### config.mk
export PLATFORM = sky130hd
export DESIGN_NAME = exe_alu_seq
export DESIGN_NICKNAME = d
export VERILOG_FILES = /design/src/rtl/exe_alu_seq.sv
export SDC_FILE = /design/constraint.sdc
export NUM_CORES = 1
export LEC_CHECK = 0
export BUFFER_PORTS_ARGS = -buffer_cell sky130_fd_sc_hd__buf_2
export CORE_MARGIN = 1.5
export CORE_UTILIZATION = 25
export CTS_CLUSTER_DIAMETER = 40
export CTS_CLUSTER_SIZE = 30
export DETAILED_ROUTE_END_ITERATION = 12
export GPL_TIMING_DRIVEN = 0
export PLACE_DENSITY = 0.45
export SETUP_SLACK_MARGIN = 0.2
export SYNTH_ARGS = -nofsm -noshare
export SYNTH_HDL_FRONTEND = slang
export SYNTH_SLANG_ARGS = --single-unit
### constraint.sdc
create_clock -name i_clk -period 3.45 [get_ports i_clk]
set_clock_uncertainty 0.15 [all_clocks]
set_input_delay 0.1725 -clock i_clk [delete_from_list [all_inputs] [get_ports i_clk]]
set_output_delay 0.1725 -clock i_clk [all_outputs]
set_load 0.01 [all_outputs]
### src/rtl/exe_alu_seq.sv
// Sequential execute-stage ALU: single-cycle logic/arith ops plus a
// shift-and-add unsigned multiplier (MULTU) that takes NB_DATA cycles.
// The result register holds between valid pulses; o_hi holds the upper
// word of the last completed multiply.
module exe_alu_seq #(
    parameter int unsigned NB_DATA = 32,
    parameter int unsigned NB_FUNC = 6,
    parameter int unsigned NB_CNT  = 6
) (
    input  logic               i_clk,
    input  logic               i_rst_n,
    input  logic               i_valid,
    input  logic [NB_FUNC-1:0] i_alu_func,
    input  logic [NB_DATA-1:0] i_data_a,
    input  logic [NB_DATA-1:0] i_data_b,
    input  logic               i_flush,
    output logic               o_ready,
    output logic               o_valid,
    output logic [NB_DATA-1:0] o_result,
    output logic [NB_DATA-1:0] o_hi,
    output logic               o_zero,
    output logic               o_illegal,
    output logic               o_stall
);

    // Function codes issued by alu_control.
    localparam logic [NB_FUNC-1:0] FuncAdd   = NB_FUNC'(6'b110001);
    localparam logic [NB_FUNC-1:0] FuncSubu  = NB_FUNC'(6'b100011);
    localparam logic [NB_FUNC-1:0] FuncAnd   = NB_FUNC'(6'b100100);
    localparam logic [NB_FUNC-1:0] FuncOr    = NB_FUNC'(6'b100101);
    localparam logic [NB_FUNC-1:0] FuncXor   = NB_FUNC'(6'b100110);
    localparam logic [NB_FUNC-1:0] FuncNor   = NB_FUNC'(6'b100111);
    localparam logic [NB_FUNC-1:0] FuncSlt   = NB_FUNC'(6'b101010);
    localparam logic [NB_FUNC-1:0] FuncLui   = NB_FUNC'(6'b001111);
    localparam logic [NB_FUNC-1:0] FuncMultu = NB_FUNC'(6'b011001);

    localparam int unsigned NbAcc = 2 * NB_DATA;
    localparam logic [NB_CNT-1:0] CntLast = NB_CNT'(NB_DATA - 1);

    typedef enum logic [1:0] {
        StIdle,
        StMul,
        StDone
    } state_e;

    state_e             state_q, state_d;
    logic [NbAcc-1:0]   mcand_q, mcand_d;
    logic [NB_DATA-1:0] mplier_q, mplier_d;
    logic [NbAcc-1:0]   acc_q, acc_d;
    logic [NB_CNT-1:0]  cnt_q, cnt_d;
    logic [NB_DATA-1:0] result_q, result_d;
    logic [NB_DATA-1:0] hi_q, hi_d;
    logic               valid_q, valid_d;
    logic               illegal_q, illegal_d;

    logic               accept;
    logic               done_ok;
    logic [NB_DATA-1:0] alu_res;
    logic               alu_ill;
    logic               is_mul;
    logic               slt_bit;

    assign accept  = i_valid && (state_q == StIdle) && !i_flush;
    assign slt_bit = ($signed(i_data_a) < $signed(i_data_b));

    // Decode the function code into a single-cycle result or a multiply start.
    always_comb begin
        alu_res = '0;
        alu_ill = 1'b0;
        is_mul  = 1'b0;
        case (i_alu_func)
            FuncAdd:   alu_res = i_data_a + i_data_b;
            FuncSubu:  alu_res = i_data_a - i_data_b;
            FuncAnd:   alu_res = i_data_a & i_data_b;
            FuncOr:    alu_res = i_data_a | i_data_b;
            FuncXor:   alu_res = i_data_a ^ i_data_b;
            FuncNor:   alu_res = ~(i_data_a | i_data_b);
            FuncSlt:   alu_res = {{(NB_DATA - 1){1'b0}}, slt_bit};
            FuncLui:   alu_res = i_data_b << 16;
            FuncMultu: is_mul  = 1'b1;
            default:   alu_ill = 1'b1;
        endcase
    end

    // Next-state logic for the FSM and the multiplier datapath.
    always_comb begin
        state_d   = state_q;
        mcand_d   = mcand_q;
        mplier_d  = mplier_q;
        acc_d     = acc_q;
        cnt_d     = cnt_q;
        result_d  = result_q;
        hi_d      = hi_q;
        valid_d   = 1'b0;
        illegal_d = 1'b0;
        case (state_q)
            StIdle: begin
                if (accept) begin
                    if (is_mul) begin
                        mcand_d  = {{NB_DATA{1'b0}}, i_data_a};
                        mplier_d = i_data_b;
                        acc_d    = '0;
                        cnt_d    = '0;
                        state_d  = StMul;
                    end else begin
                        result_d  = alu_res;
                        valid_d   = 1'b1;
                        illegal_d = alu_ill;
                    end
                end
            end
            StMul: begin
                if (i_flush) begin
                    state_d = StIdle;
                end else begin
                    if (mplier_q[0]) begin
                        acc_d = acc_q + mcand_q;
                    end
                    mcand_d  = mcand_q << 1;
                    mplier_d = mplier_q >> 1;
                    cnt_d    = cnt_q + NB_CNT'(1);
                    if (cnt_q == CntLast) begin
                        state_d = StDone;
                    end
                end
            end
            StDone: begin
                state_d = StIdle;
                // Commit the product only when the completion was not flushed.
                if (!i_flush) begin
                    result_d = acc_q[NB_DATA-1:0];
                    hi_d     = acc_q[NbAcc-1:NB_DATA];
                end
            end
            default: state_d = StIdle;
        endcase
    end

    // State and datapath registers.
    always_ff @(posedge i_clk or negedge i_rst_n) begin
        if (!i_rst_n) begin
            state_q   <= StIdle;
            mcand_q   <= '0;
            mplier_q  <= '0;
            acc_q     <= '0;
            cnt_q     <= '0;
            result_q  <= '0;
            hi_q      <= '0;
            valid_q   <= 1'b0;
            illegal_q <= 1'b0;
        end else begin
            state_q   <= state_d;
            mcand_q   <= mcand_d;
            mplier_q  <= mplier_d;
            acc_q     <= acc_d;
            cnt_q     <= cnt_d;
            result_q  <= result_d;
            hi_q      <= hi_d;
            valid_q   <= valid_d;
            illegal_q <= illegal_d;
        end
    end

    // Output mux: DONE presents the product directly so o_hi and o_result move
    // together with o_valid; a same-cycle flush masks the pulse and the update.
    always_comb begin
        done_ok   = (state_q == StDone) && !i_flush;
        o_ready   = (state_q == StIdle);
        o_stall   = !o_ready;
        o_valid   = done_ok || (valid_q && !i_flush);
        o_illegal = illegal_q && !i_flush;
        o_result  = done_ok ? acc_q[NB_DATA-1:0] : result_q;
        o_hi      = done_ok ? acc_q[NbAcc-1:NB_DATA] : hi_q;
        o_zero    = (o_result == '0);
    end

endmodule

==> impl_metrics.py, run 1 <==
metrics = {
    "die": {
        "core_area_sq_mm": 0.0748,
        "start_util_pct": 25.4,
        "ioPinCount": 143,
        "dieHeight_um": 278,
        "die_width_um": 278,
        "rows": 100,
        "design.die.area_sq_mm": 0.0775,
    },
    "final_layout": {
        "fill_cells": 7908,
        "area_growth_syn_to_layout_pct": 32.2,
        "fin_nets": 2913,
        "drive_above_1_share_pct": 20.6,
    },
    "hold_path": {
        "hold_end": "mplier_q[10]",
        "hold_start": "i_data_b[10]",
        "min_delay_path_depth": 5,
        "holdCritPathClass": "input port to flip-flop",
    },
    "drt": {
        "firstDrtPassIters": 5,
        "drcViolationCount": 0,
        "wirelength_um": 87100,
        "vias": 19700,
        "drt_iter0_drc": 1821,
        "ant_nets": 0,
        "wl_per_cell_um": 23.6,
        "via_per_inst": 5.36,
    },
    "yosys": {
        "synthMuxAreaShare_pct": 4.62,
        "seq_area_frac_synth_pct": 30.9,
        "synthCells": 2356,
        "syn_area_per_cell_sq_um": 8.05,
        "synthAdderAreaFrac_pct": 11.5,
        "synth_top_family_by_area": "compound AO/OA/AOI/OAI gates",
        "synth_edf_count": 0,
        "synth_xor_area_share_pct": 3.05,
        "synthFlopType": "dfrtp_1",
        "synth_simple_gate_area_share_pct": 16.0,
        "syn_nets": 2603,
        "syn_area_sq_mm": 0.0190,
        "synthArstFlopShare_pct": 100,
        "ys_ff_latch": 234,
        "yosysUniqueCellTypes": 81,
        "yosys_warnings": 0,
        "synth_compound_area_share_pct": 28.5,
    },
    "placed_design": {
        "dp_slack_ps": -1250,
        "gp_congestion": 0.987,
        "portBuffers": 140,
        "dp_hpwl_um": 67700,
    },
    "clock_tree": {
        "clkTransAtPathRegs_ps": 50,
        "cts-buffers-inserted": 54,
        "h-tree-depth": 2,
        "cts_sinks": 234,
        "clk_latency_ps": 630,
        "cts_tree": "done",
        "cts.path.max_buffers": 3,
        "root_buffer": "clkbuf_16",
    },
    "sta": {
        "finalCriticalPeriod_ps": 3520,
        "worst_pin_slew_ps": 1430,
        "holdWs_ps": 29.2,
        "slew_violations": 0,
        "final-hold-violation-count": 0,
        "fmaxAchievable_ghz": 0.284,
        "setup_viol": 1,
        "grt_setup_unrepaired": "true",
        "finalCritPeriodShare_pct": 102,
        "slew_headroom_pct": 4.25,
        "setup_slack_ps": -71.3,
    },
    "power": {
        "pwr-share-seq_pct": 28.6,
        "p_leak_nw": 11.3,
        "p_clk_share_pct": 53.6,
        "internal-power_mw": 7.42,
        "p_comb_share_pct": 17.8,
        "power_switching_share_pct": 30.3,
        "irDropWorstVdd_mv": 0.352,
        "p_sw_mw": 3.23,
        "power_density_mw_per_mm2": 425,
    },
    "setup_path": {
        "slowest_stage": "dfrtp_2",
        "crit_top_cell": "clkbuf_16",
        "crit_chain": "nand2b_4 > nor2_4 > clkbuf_16 > clkbuf_16 > mux2_4 > nor4_2 > nand4_1 > nor3_4 > buf_2",
        "cp-end-kind": "output pin",
        "start_kind": "flip-flop",
        "r2r_start": "mcand_q[0]",
        "ff2ff_setup_slack_ps": 90,
        "cpPeakStageDelay_ps": 420,
        "r2r_cells": 13,
        "critPathKind": "flip-flop to output pin",
        "worstPathArrival_ps": 3200,
        "cp.required_ps": 3130,
        "r2r-end": "acc_q[60]",
        "worstPathMaxFanout": 8,
    },
    "status": {
        "outcome": "finished, violations left",
        "violations": "setup timing",
    },
    "global_routing": {
        "grt_use_total_pct": 22.0,
        "grt_max_degree": 88,
        "gr-total-overflow": 0,
        "grt_pass1_vias": 19600,
        "grt_first_pass_wirelength_um": 129000,
        "antenna_found_initial": 2,
    },
    "run": {
        "maxCapViolCount": 0,
    },
}
synth_stat cells, types with 6 or more instances:
cell | count | area (sq um)
and3_1 | 13 | 81.3
o21bai_1 | 19 | 143
a22oi_1 | 8 | 60.1
a211oi_1 | 30 | 225
o2111ai_1 | 6 | 52.6
and2_1 | 9 | 56.3
buf_2 | 12 | 60.1
o21ai_0 | 251 | 1260
a21o_1 | 47 | 353
nor2_1 | 199 | 747
mux2i_1 | 10 | 100
o22ai_1 | 36 | 225
nand2_1 | 270 | 1010
nand4_1 | 20 | 125
nand3_1 | 37 | 185
a221o_1 | 8 | 80.1
nor2b_1 | 24 | 150
o211ai_1 | 26 | 195
o31ai_1 | 8 | 60.1
nor3_1 | 30 | 150
a22o_1 | 40 | 350
or3_1 | 9 | 56.3
inv_1 | 119 | 447
mux2_2 | 69 | 777
o21a_1 | 15 | 113
xor2_1 | 28 | 245
ha_1 | 170 | 2130
a21oi_1 | 220 | 1100
nor4_1 | 25 | 156
o221ai_1 | 7 | 61.3
a221oi_1 | 17 | 149
xnor2_1 | 38 | 333
a31oi_1 | 39 | 244
nand2b_1 | 22 | 138
clkbuf_1 | 123 | 462
o21ai_1 | 6 | 30.0
dfrtp_1 | 234 | 5860
buf_1 | 13 | 48.8
final cells by class:
class                      count  area [sq um]  area share, %
antenna                        1          2.50        0.00998
buffer                       150           711           2.83
clock buffer                  60          1420           5.68
clock inverter                41           617           2.46
inverter                     119           447           1.78
multi-input combinational   1853         13000           51.9
sequential                   234          5870           23.4
tap                          969          1210           4.83
timing repair buffer         254          1790           7.12
how the worst max path moves through the flow:
stage                          start      endpoint  slack, ps
final                     state_q[0]        o_zero        -70
after global routing      state_q[0]        o_zero       -150
after CTS                 state_q[0]        o_zero        -50
after detailed placement  state_q[0]        o_zero      -1250
after global placement       i_rst_n  mplier_q[24]      -2550
after floorplan             acc_q[0]     acc_q[60]        330
repair_timing:
action                                 4_1_cts  5_1_grt
buffers inserted                            30       25
setup endpoints to repair                  240       89
hold buffers                                55        0
cloned                                       1        0
pin swaps                                   27       50
gates resized for setup                    150      110
endpoints found under the hold margin      197        0
power groups by stage:
stage | Combinational, mW | Clock, mW | Sequential [mW]
after global routing | 2.06 | 5.97 | 3.06
after CTS | 1.80 | 5.83 | 3.04
final | 1.90 | 5.71 | 3.05
after detailed placement | 1.64 | 0 | 3.08
after floorplan | 1.01 | 0 | 3.02
after global placement | 1.63 | 0 | 3.07
per-stage QoR:
| step | util [%] | power (mW) | area, sq um | instances | setup TNS, ps |
|---|---|---|---|---|---|
| 3_5_place_dp | 28.0 | 4.72 | 21000 | 3468 | -98800 |
| 5_1_grt | 33.5 | 11.1 | 25100 | 3680 | -151 |
| 3_3_place_gp | 27.9 | 4.70 | 20900 | 3465 | -721290 |
| 4_1_cts | 32.8 | 10.7 | 24500 | 3655 | -47.1 |
| 2_1_floorplan | - | 4.04 | 19000 | 2356 | 0 |
| 6_report | 33.5 | 10.7 | 25100 | 3681 | -71.3 |
worst max-delay path, delay by kind of cell, from the launching register on:
kind / cells / cell delay [ps]
AND/OR/NAND/NOR: 5 / 1280
buffers and inverters: 3 / 550
flip-flops: 1 / 420
multiplexers: 1 / 330
sequential cells by signal, indices dropped and copies added, names as in the netlist:
register and cells:
illegal_q 1, valid_q 1, acc_q 64, state_q 2
mcand_q 64, cnt_q 6, mplier_q 32, result_q 32
hi_q 32
cell families after synthesis:
| kind of cell | after synthesis |
|---|---|
| buf+inv | 269 |
| flops | 234 |
| mux | 79 |
| compound gates | 856 |
| fa+ha+maj | 173 |
| xor+xnor | 66 |
| simple gates | 679 |
routing by layer:
metal / track usage, % / vias to the layer above / part of all wire (%)
li1: - / 9171 / -
met1: 29.6 / 9710 / 45
met3: 2.85 / 150 / 5.6
met5: 0 / - / 0
met4: 7.61 / 0 / 3.6
met2: 36.3 / 686 / 46
layout by cell type, fill, tap and decap left out, types with 18 or more instances in the layout:
cell / netlist / layout
nand2_1: 270 / 267
o21ai_0: 251 / 240
dfrtp_1: 234 / 221
a21oi_1: 220 / 201
nor2_1: 199 / 194
ha_1: 170 / 154
buf_2: 12 / 146
inv_1: 119 / 119
clkbuf_1: 123 / 92
mux2_2: 69 / 61
clkbuf_16: 0 / 56
dlygate4sd3_1: 0 / 54
buf_4: 0 / 51
a21o_1: 47 / 47
a22o_1: 40 / 40
xnor2_1: 38 / 38
o22ai_1: 36 / 36
a31oi_1: 39 / 34
nand3_1: 37 / 33
clkbuf_2: 2 / 31
nor3_1: 30 / 27
xor2_1: 28 / 27
o211ai_1: 26 / 26
nor2b_1: 24 / 24
a211oi_1: 30 / 24
nand4_1: 20 / 20
nand2b_1: 22 / 20
o21bai_1: 19 / 18
No activity file was read; power rests on OpenSTA's default activity.
==> run 2: changes to the inputs <==
- CORE_ASPECT_RATIO: not set -> 1.4
==> run 2 against run 1 <==
Against the previous run:
- the flow finishes with violations (hold timing, capacitance limit, slew limit, setup timing)
- hold slack worse by 58 ps
- setup slack worse by 24 ps
- cell count fell by 0.43%
- highest routed layer unchanged
==> impl_metrics.py, run 2 (synthesis results as in run 1) <==
metrics = {
    "final_layout": {
        "layout_commonest_cell": "nand2_1",
        "top_regs": "acc_q: 64 flops, mcand_q: 64 flops",
        "layout_common_cells": "267 x nand2_1, 236 x o21ai_0, 224 x dfrtp_1, 208 x a21oi_1, 196 x nor2_1",
        "area_growth_syn_to_layout_pct": 30.4,
        "diodes": 0,
        "drive_above_1_share_pct": 19.6,
        "fin_nets": 2907,
        "final_area_sq_mm": 0.0247,
    },
    "power": {
        "power.total_mw": 9.76,
        "p_leak_nw": 11.2,
        "power_density_mw_per_mm2": 394,
        "irDropWorstVdd_mv": 0.332,
    },
    "sta": {
        "setup_slack_ps": -95.2,
        "holdWs_ps": -29.1,
        "grt_setup_unrepaired": "true",
        "finalCriticalPeriod_ps": 3550,
        "fmaxAchievable_ghz": 0.282,
        "worst_pin_slew_ps": 1490,
        "slew_violations": 1,
        "slew_headroom_pct": -0.385,
        "final-hold-violation-count": 2,
        "setup_viol": 1,
        "finalCritPeriodShare_pct": 103,
    },
    "clock_tree": {
        "clkTransAtPathRegs_ps": 50,
        "cts-buffers-inserted": 47,
        "root_buffer": "clkbuf_16",
        "h-tree-depth": 2,
        "cts_sinks": 234,
        "clk_latency_ps": 610,
        "cts_tree": "done",
        "cts.path.max_buffers": 3,
    },
    "hold_path": {
        "holdCritPathClass": "input port to flip-flop",
    },
    "drt": {
        "wirelength_um": 88300,
        "drt_iter0_drc": 1472,
        "topRoutingLayerUsed": "met4",
        "drt-met1-wl_um": 35700,
        "firstDrtPassIters": 8,
        "drcViolationCount": 0,
        "vias": 19800,
        "wl_met3_um": 3950,
        "dr_wl_met2_um": 43000,
        "ant_nets": 0,
        "via_per_inst": 5.40,
        "wl_per_cell_um": 24.1,
    },
    "setup_path": {
        "cp_num_buf_inv": 3,
        "worstPathArrival_ps": 3220,
        "cpPeakStageDelay_ps": 430,
        "cp.required_ps": 3130,
        "crit_chain": "nand2b_4 > nor2_4 > clkbuf_16 > buf_8 > mux2_4 > nor4_4 > nand4_1 > nor3_4 > buf_2",
        "slowest_stage": "dfrtp_2",
        "cp-end-kind": "output pin",
        "start_kind": "flip-flop",
        "crit_family": "simple AND/OR/NAND/NOR gates",
        "critPathKind": "flip-flop to output pin",
        "worstPathMaxFanout": 8,
    },
    "run": {
        "maxCapViolCount": 1,
    },
    "global_routing": {
        "grt_use_total_pct": 22.2,
        "grt_first_pass_wirelength_um": 129000,
        "grt_pass1_vias": 19900,
        "grt_max_degree": 88,
        "antenna_found_initial": 2,
        "gr-total-overflow": 0,
    },
    "die": {
        "die_width_um": 236,
        "ioPinCount": 143,
        "start_util_pct": 25.2,
        "design.die.area_sq_mm": 0.0776,
        "core_area_sq_mm": 0.0752,
        "dieHeight_um": 329,
        "rows": 119,
    },
    "status": {
        "violations": "hold timing, capacitance limit, slew limit, setup timing",
        "outcome": "finished, violations left",
    },
    "placed_design": {
        "portBuffers": 140,
        "postPlaceCellArea_sq_mm": 0.0210,
        "gp_congestion": 0.968,
        "dp_hpwl_um": 69000,
    },
}
[run 2: per-layer routing]
| layer | global-route usage, % | vias to the layer above |
|---|---|---|
| met4 | 12.9 | 0 |
| met5 | 0 | - |
| met1 | 26.1 | 9711 |
| li1 | - | 9160 |
| met2 | 39.0 | 704 |
| met3 | 2.48 | 226 |
[run 2: per-stage QoR]
stage / util (%) / setup TNS [ps] / setup WS, ps / hold slack [ps] / cells
5_1_grt: 32.9 / -164 / -96.6 / 16.8 / 3665
2_1_floorplan: - / 0 / 325 / -273 / 2356
6_report: 32.9 / -95.2 / -95.2 / -29.1 / 3665
3_3_place_gp: 27.8 / -739520 / -2540 / 293 / 3464
3_5_place_dp: 27.9 / -114500 / -1420 / 25.3 / 3467
4_1_cts: 32.2 / -55.5 / -55.5 / 5.94 / 3647
[run 2: worst reg2reg max path, cell delays in order (launching register included)]
cell and delay (ps):
dfrtp_2 420, ha_4 180, fa_2 390, a21oi_2 180, o211ai_1 180, o211ai_1 210
a211oi_2 120, buf_4 180, a31oi_4 280, o31ai_4 100, a21o_1 200, a221o_1 400
mux2i_1 190, o22ai_1 90
[run 2: report_power, final]
group	switching, mW	internal, mW
clock network	1.81	3.00
logic	1.21	0.692
registers	0.140	2.90
[run 2: area by class of cell]
type / instances / area, sq um
clock buffers: 54 / 1260
repair buffers: 255 / 1840
inverters: 119 / 447
fillers: 7901 / 50400
multi-input cells: 1853 / 13000
well taps: 968 / 1210
plain buffers: 150 / 708
flip-flops and latches: 234 / 5870
clock inverters: 32 / 404
[run 2: path summary, 6_finish.rpt]
check | start | endpoint | slack, ps | depth (start not counted)
setup / recovery | state_q[0] | o_zero | -100 | 9
hold / removal | i_data_b[5] | mplier_q[5] | -30 | 5
setup reg to reg | acc_q[0] | acc_q[60] | 30 | 13
hold reg to reg | result_q[10] | result_q[10] | 310 | 2
max in group asynchronous | i_rst_n | mcand_q[59] | 970 | 4
min in group asynchronous | i_rst_n | hi_q[27] | 480 | 3
[run 2: timing repair]
action,CTS,global route
hold buffers,58,0
resized for setup,152,104
setup endpoints to repair,277,77
cloned,1,0
hold endpoints to repair,201,0
pin swaps,38,47
buffers inserted,35,18
==> run 3: changes to the inputs <==
- ABC_AREA: not set -> 1
==> run 3 against run 2 <==
Against the previous run:
- the flow finishes with violations (hold timing, capacitance limit, slew limit)
- register-to-register slack improved by 290 ps
- area after synthesis rose by 13%
- first-iteration DRC count decreased by 9.8%
- die area grew 13%
- hold slack gained 15 ps
- sequential cell count did not move
- sequential share of layout area shrank 1.8 points
- global-route usage up 1.2 points
- combinational power grew 88%
- critical path depth up 3
- core utilization decreased by 1.3 points
- synthesized cell count increased by 47%
- critical path type unchanged
==> impl_metrics.py, run 3 <==
metrics = {
    "global_routing": {
        "grt_use_total_pct": 23.4,
        "gr-total-overflow": 0,
        "grt_max_degree": 108,
        "grt_pass1_vias": 23900,
        "grt_first_pass_wirelength_um": 150000,
        "antenna_found_initial": 4,
    },
    "final_layout": {
        "fin_nets": 4003,
        "area_growth_syn_to_layout_pct": 24.8,
        "layout_common_cells": "979 x nand2_1, 620 x inv_1, 323 x nor2_1, 233 x dfrtp_1, 228 x a21oi_1",
        "drive_above_1_share_pct": 9.80,
        "final_area_sq_mm": 0.0267,
        "top_regs": "acc_q: 64 flops, mcand_q: 64 flops",
        "diodes": 0,
        "layout_commonest_cell": "nand2_1",
    },
    "sta": {
        "slew_headroom_pct": -5.56,
        "setup_slack_ps": 48.2,
        "final-hold-violation-count": 2,
        "fmaxAchievable_ghz": 0.294,
        "grt_setup_unrepaired": "true",
        "worst_pin_slew_ps": 1570,
        "fin_setup_tns_ps": 0,
        "finalCritPeriodShare_pct": 98.6,
        "slew_violations": 3,
        "setup_viol": 0,
        "holdWs_ps": -13.8,
        "finalCriticalPeriod_ps": 3400,
    },
    "drt": {
        "wl_per_cell_um": 21.4,
        "wirelength_um": 104000,
        "firstDrtPassIters": 7,
        "drt_iter0_drc": 1328,
        "ant_nets": 0,
        "via_per_inst": 4.83,
        "vias": 23600,
        "drcViolationCount": 0,
    },
    "yosys": {
        "yosysTopAreaCell": "dfrtp_1",
        "synthCells": 3464,
        "synthArstFlopShare_pct": 100,
        "seq_area_frac_synth_pct": 27.3,
        "yosysUniqueCellTypes": 45,
        "syn_area_per_cell_sq_um": 6.18,
        "synth_edf_count": 0,
        "synth.most_common_cell": "nand2_1",
        "syn_nets": 3711,
        "ys_ff_latch": 234,
        "syn_area_sq_mm": 0.0214,
        "synth.area.top_cells": "dfrtp_1 27%, nand2_1 17%, inv_1 11%",
        "yosys-top-cells-count": "991 x nand2_1, 621 x inv_1, 328 x nor2_1",
        "synth_top_cell_area_share_pct": 27.3,
        "synthFlopType": "dfrtp_1",
        "yosys_warnings": 0,
    },
    "die": {
        "rows": 126,
        "die_width_um": 250,
        "ioPinCount": 143,
        "design.die.area_sq_mm": 0.0875,
        "dieHeight_um": 349,
        "core_area_sq_mm": 0.0847,
        "start_util_pct": 25.3,
    },
    "clock_tree": {
        "cts.path.max_buffers": 3,
        "clk_latency_ps": 620,
        "h-tree-depth": 2,
        "cts-buffers-inserted": 50,
        "cts_tree": "done",
        "cts_sinks": 234,
        "clkTransAtPathRegs_ps": 50,
        "root_buffer": "clkbuf_16",
    },
    "setup_path": {
        "cp.required_ps": 3130,
        "worstPathArrival_ps": 3080,
        "start_kind": "flip-flop",
        "critPathKind": "flip-flop to output pin",
        "worstPathMaxFanout": 7,
        "r2r_start": "state_q[1]",
        "cp-end-kind": "output pin",
        "critPathLaunch": "state_q[0]",
    },
    "run": {
        "maxCapViolCount": 1,
    },
    "power": {
        "irDropWorstVdd_mv": 0.324,
        "p_leak_nw": 13.7,
        "power_density_mw_per_mm2": 454,
    },
    "placed_design": {
        "gp_congestion": 0.988,
        "portBuffers": 142,
        "postPlaceCellArea_sq_mm": 0.0236,
        "dp_hpwl_um": 86600,
        "dp_slack_ps": -614,
    },
    "hold_path": {
        "holdCritPathClass": "input port to flip-flop",
        "hold_start": "i_flush",
    },
    "status": {
        "outcome": "finished, violations left",
        "violations": "hold timing, capacitance limit, slew limit",
    },
}
## run 3: cell count changes after synthesis, sizes merged, moves of 34 or more
| cell | delta |
|---|---|
| nand3 | +167 |
| o211ai | +37 |
| clkbuf | -58 |
| mux2 | -69 |
| a31oi | -34 |
| o22ai | +55 |
| a22o | -40 |
| inv | +510 |
| a21o | -39 |
| nand2 | +721 |
| nor2 | +133 |
## run 3: repair_timing
action                     CTS  global route
setup endpoints to repair  118            65
buffers inserted            16             8
hold endpoints to repair   193             0
hold buffers                69             0
pin swaps                   15            16
gates resized for setup     76            48
cloned                       2             1
## run 3: cells by family (layout without fill, tap and decap cells)
group	count (synthesis)	count (layout)	synth area share, %
AO/OA/AOI/OAI	696	696	18.3
XOR/XNOR	8	8	0.327
adder cells (fa/ha/maj)	173	173	10.2
buffers and inverters	743	1076	13.4
flip-flops	234	234	27.3
AND/OR/NAND/NOR	1610	1610	30.4
## run 3: final timing paths
check	endpoint	slack (ps)	depth (start not counted)
worst min-delay path	state_q[0]	-10	4
min in group asynchronous	acc_q[3]	490	4
worst max-delay path	o_zero	50	12
worst min register to register	hi_q[6]	310	2
worst max register to register	mcand_q[31]	320	13
max in group asynchronous	mplier_q[29]	1610	5
## run 3: worst max-delay path: stages (launching register included)
cell     delay, ps
dfrtp_2        430
nor2_4         180
inv_2           80
nor2_4         100
inv_2           70
buf_12         160
buf_12         150
nand2_4         70
o21ai_4         60
nor2_1          80
nand4_1        340
nor4_4         530
buf_2          210
## run 3: final cells by class
type | instances | area (sq um)
multi-input cells | 2487 | 13000
fillers | 9494 | 57900
plain buffers | 113 | 606
repair buffers | 240 | 1770
well taps | 1088 | 1360
clock buffers | 59 | 1400
inverters | 630 | 2370
flip-flops and latches | 234 | 5860
clock inverters | 34 | 413
## run 3: per-layer routing
metal | up-vias | routed length (um) | global-route usage, %
li1 | 11700 | - | -
met5 | - | 0 | 0
met3 | 245 | 3530 | 2.11
met4 | 0 | 8140 | 16.1
met2 | 685 | 54200 | 44.5
met1 | 11000 | 38500 | 24.2
## run 3: metrics by stage
step / utilization (%) / instances / power [mW]
global placement: 27.7 / 4694 / 6.78
CTS: 31.3 / 4876 / 12.2
global route: 31.6 / 4885 / 12.8
detailed placement: 27.8 / 4696 / 6.78
floorplan: - / 3464 / 5.49
finish: 31.6 / 4885 / 12.1
## run 3: report_power, final
group          total, mW  leakage [nW]  internal (mW)  switching, mW
Clock               5.20         0.877           3.38           1.82
Sequential          3.38          3.01           3.12          0.263
Combinational       3.57          9.79           1.09           2.47
Total               12.1          13.7           7.59           4.56
